===== src/rtl/demux14_stream.sv =====
`default_nettype none
// ============================================================================
// Module   : demux14_stream
// Brief    : Registered 1-to-4 stream demultiplexer. One input word per cycle
//            is routed to channel {s1,s0}; each channel has a one-entry
//            holding register with its own valid/ready handshake and an
//            accept counter for bring-up.
// Revision : 1.0 - initial release
// ============================================================================
module demux14_stream #(
    parameter int WIDTH = 8,
    parameter int CNT_W = 8
) (
    input  logic                 clk,
    input  logic                 rst_n,
    input  logic                 in_valid,
    output logic                 in_ready,
    input  logic [WIDTH-1:0]     in_data,
    input  logic                 s0,
    input  logic                 s1,
    output logic [3:0]           out_valid,
    input  logic [3:0]           out_ready,
    output logic [4*WIDTH-1:0]   out_data,
    output logic [4*CNT_W-1:0]   xfer_cnt
);

    // Per-channel holding register state
    localparam logic ST_EMPTY = 1'b0;
    localparam logic ST_FULL  = 1'b1;

    logic [1:0]       w_sel;
    logic             w_accept;
    logic [3:0]       w_acc;
    logic [3:0]       w_drain;
    logic [3:0]       r_state;
    logic [3:0]       w_state_nxt;
    logic [WIDTH-1:0] r_data [4];
    logic [CNT_W-1:0] r_cnt  [4];

    // s1 picks the pair, s0 picks within the pair, matching the 4:1 mux
    assign w_sel = {s1, s0};

    // Only the selected channel can stall the producer; no register here so
    // a channel draining this cycle can be refilled in the same cycle.
    assign in_ready = (r_state[w_sel] == ST_EMPTY) | out_ready[w_sel];
    assign w_accept = in_valid & in_ready;

    // Decode accept and drain events per channel
    always_comb begin
        w_acc = 4'b0000;
        if (w_accept) begin
            w_acc[w_sel] = 1'b1;
        end
        w_drain = r_state & out_ready;
    end

    // Next-state logic for the four EMPTY/FULL channel machines
    always_comb begin
        w_state_nxt = r_state;
        for (int k = 0; k < 4; k++) begin
            case (r_state[k])
                ST_EMPTY: if (w_acc[k]) w_state_nxt[k] = ST_FULL;
                ST_FULL:  if (w_drain[k] && !w_acc[k]) w_state_nxt[k] = ST_EMPTY;
                default:  w_state_nxt[k] = ST_EMPTY;
            endcase
        end
    end

    // Channel state register; a held word is dropped on reset
    always_ff @(posedge clk or negedge rst_n) begin
        if (!rst_n) begin
            r_state <= {4{ST_EMPTY}};
        end else begin
            r_state <= w_state_nxt;
        end
    end

    // Holding data and accept counters; counters wrap silently
    always_ff @(posedge clk or negedge rst_n) begin
        if (!rst_n) begin
            for (int k = 0; k < 4; k++) begin
                r_data[k] <= '0;
                r_cnt[k]  <= '0;
            end
        end else begin
            for (int k = 0; k < 4; k++) begin
                if (w_acc[k]) begin
                    r_data[k] <= in_data;
                    r_cnt[k]  <= r_cnt[k] + CNT_W'(1);
                end
            end
        end
    end

    // Flatten per-channel registers onto the output buses
    always_comb begin
        out_valid = r_state;
        out_data  = '0;
        xfer_cnt  = '0;
        for (int k = 0; k < 4; k++) begin
            out_data[k*WIDTH +: WIDTH] = r_data[k];
            xfer_cnt[k*CNT_W +: CNT_W] = r_cnt[k];
        end
    end

endmodule
`default_nettype wire


===== config.mk =====
export PLATFORM = sky130hd
export DESIGN_NAME = demux14_stream
export DESIGN_NICKNAME = d
export VERILOG_FILES = /design/src/rtl/demux14_stream.sv
export SDC_FILE = /design/constraint.sdc
export NUM_CORES = 1
export LEC_CHECK = 0
export BUFFER_PORTS_ARGS = -buffer_cell sky130_fd_sc_hd__buf_2
export CORE_MARGIN = 2
export CORE_UTILIZATION = 54
export CTS_CLUSTER_DIAMETER = 100
export CTS_CLUSTER_SIZE = 28
export DETAILED_ROUTE_END_ITERATION = 12
export MAX_ROUTING_LAYER = met4
export PLACE_DENSITY = 0.89
export SKIP_LAST_GASP = 1
export SLEW_MARGIN = 10
export SYNTH_ARGS = -nofsm -noshare
export SYNTH_HDL_FRONTEND = slang
export SYNTH_SLANG_ARGS = --single-unit

===== constraint.sdc =====
create_clock -name clk -period 3.2 [get_ports clk]
set_input_delay 0.96 -clock clk [delete_from_list [all_inputs] [get_ports clk]]
set_output_delay 0.96 -clock clk [all_outputs]
set_load 0.02 [all_outputs]

==> reports/metrics.yaml <==
period_share_pct: 89.61
grt_pass1_wl_um: 9480
switching_share_pct: 35.13
diodes: 0
drtPass1Iterations: 5
holdBufCountCts: 0
cts.clk_slew.worst_paths_ps: 60
die-width_um: 75.92
finalHoldViolCount: 0
yosys_warnings: 0
p_sw_uw: 954.5
r2r-end: "out_data[14]"
syn2layout_area_growth_pct: 25.54
grt_max_degree: 40
cp.required_ps: 2240
whs_ps: 470.5
slew_violations: 0
max-slew-margin-rel_pct: 51.42
fp.coreArea_um2: 5042
gr-total-overflow: 0
holdCritPathClass: "reg -> reg"
cts_buffers: 9
final_cells: 386
rows: 26
worst-setup-path-type: "in -> out"
synth_nets: 239
max_cap_violations: 0
cts_resized: 0
grt_usage_pct: 21.54
hold_depth: 1
setup_viol: 0
dieArea_um2: 5763
multi_input_area_um2: 1042
rsz0062_at_grt: "no"
finClkSkew_ps: 7.209
setup_ws_ps: 332.6
seq_area_um2: 1702
syn_inst: 218
dp_cells: 370
die_h_um: 75.92
preCtsSetupSlack_ps: 346.4
leakage_uw: 0.001769
ir_drop_v: 0.0004718
wirelength_um: 5642
cts.sinks: 68
reg2reg_depth: 3
path_max_fanout: 4
vias_per_cell: 5.145
r2r_slack_ps: 1490
p_per_area_nw_per_um2: 775.0
start_util_pct: 55.38
ys_seq_area_share_pct: 60.93
internal_power_uw: 1762
post_cts_buffers: 0
postSynthAreaPerCell_um2: 12.81
synth_area_um2: 2793
clk_latency_ps: 330
sequentialPowerShare_pct: 45.4
min_to: "xfer_cnt[7]"
ant_nets: 0
cts_tree: "done"
io_pins: 86
start_kind: "input port"
port_buffers: 85
routedWlPerCell_um: 14.62
num_vias: 1986
p_comb_share_pct: 28.7
initialDrtViolationCount: 92
antenna_found_initial: 0
drc: 0
synth_cell_types: 26
htreeDepth: 3
setup-tns-final_ps: 0
fmax_ghz: 0.3487
drive_gt1_share_pct: 42.41
pwr-share-clk_pct: 25.8
min_period_ps: 2867
fill_cells: 371
synth.ff_latch_count: 68
clock_path_buffers: 2
dp_hpwl_um: 4066
layout.nets: 332
tightestPinTransition_ps: 728.1
outcome: "completed"
holdCritStartpoint: "xfer_cnt[7]"
globalplace.congestion: 0.8929
final_common_cell: "buf_2"
endpoint_kind: "primary output"
fin_util_pct: 69.53
root_buffer: "clkbuf_8"
arrival_ps: 1910
layout_common_cells: "buf_2, dfrtp_1, nand2_1, mux2_2, xnor2_1"
grt_pass1_vias: 1977
reg2reg_from: "out_valid[1]"
==> state kept, by name, summed over array words and instances, names as in the netlist <==
name,flops
out_valid,4
xfer_cnt,32
out_data,32
==> power groups by stage <==
stage / Clock (uW) / Sequential [uW] / Combinational [uW]
floorplan: 0 / 1470 / 246
global placement: 0 / 1240 / 765
detailed placement: 0 / 1250 / 788
CTS: 721 / 1230 / 791
global route: 759 / 1270 / 834
finish: 702 / 1230 / 781
==> metrics by stage <==
| stage | power (uW) | cell area (um2) |
|---|---|---|
| 6_report | 2717 | 3506 |
| 5_1_grt | 2864 | 3506 |
| 4_1_cts | 2745 | 3506 |
| 3_5_place_dp | 2035 | 3303 |
| 3_3_place_gp | 2003 | 3303 |
| 2_1_floorplan | 1720 | 2793 |
==> synthesized netlist by cell type, drive strengths merged <==
library cell,number,area (um2)
and2,2,12.51
and3,6,37.54
and4,1,8.760
and4b,1,10.01
buf,6,41.28
clkbuf,1,3.750
dfrtp,68,1702
ha,4,50.05
inv,1,3.750
mux2,26,292.8
mux4,1,22.52
nand2,40,150.1
nand2b,5,31.28
nand3,7,35.03
nand4,12,75.07
nor2b,1,6.260
nor3,2,10.01
nor3b,1,18.77
nor4,1,12.51
o21ai,1,5.000
or2,1,6.260
or3,2,12.51
xnor2,24,210.2
xor2,4,35.03
==> layer usage <==
metal / part of all wire [%] / up-vias / global-route usage, %
met5: 0 / - / -
met2: 51 / 59 / 35.00
li1: - / 930 / -
met1: 43 / 987 / 25.57
met3: 4.9 / 10 / 6.071
met4: 1.5 / 0 / 8.727
==> cell type report <==
type,count,share of cell area [%]
clock buffer,12,4.425
clock inverter,4,1.356
inverter,1,0.1071
multi-input combinational,142,29.73
sequential,68,48.54
tap,70,2.498
timing repair buffer,89,13.35
==> worst max-delay path by stage <==
stage                             from       end  slack (ps)
final                     out_ready[3]  in_ready         330
after global routing      out_ready[3]  in_ready         320
after CTS                 out_ready[3]  in_ready         340
after detailed placement  out_ready[3]  in_ready         350
after global placement    out_ready[3]  in_ready         390
after floorplan                     s0  in_ready         570
==> critical path, stage by stage <==
cell	delay, ps
buf_2	100
nand2b_1	200
mux4_2	480
buf_2	170
==> cells by family after synthesis <==
family                     count (synthesis)  synth area share (%)
and+or+nand+nor                           82                 15.28
DFF                                       68                 60.93
xor gates and xnor gates                  28                 8.781
muxes                                     27                 11.29
buffers and inverters                      8                 1.747
adders and majority gates                  4                 1.792
AOI/OAI and AO/OA                          1                0.1790
Power figures use the tool's default switching activity.
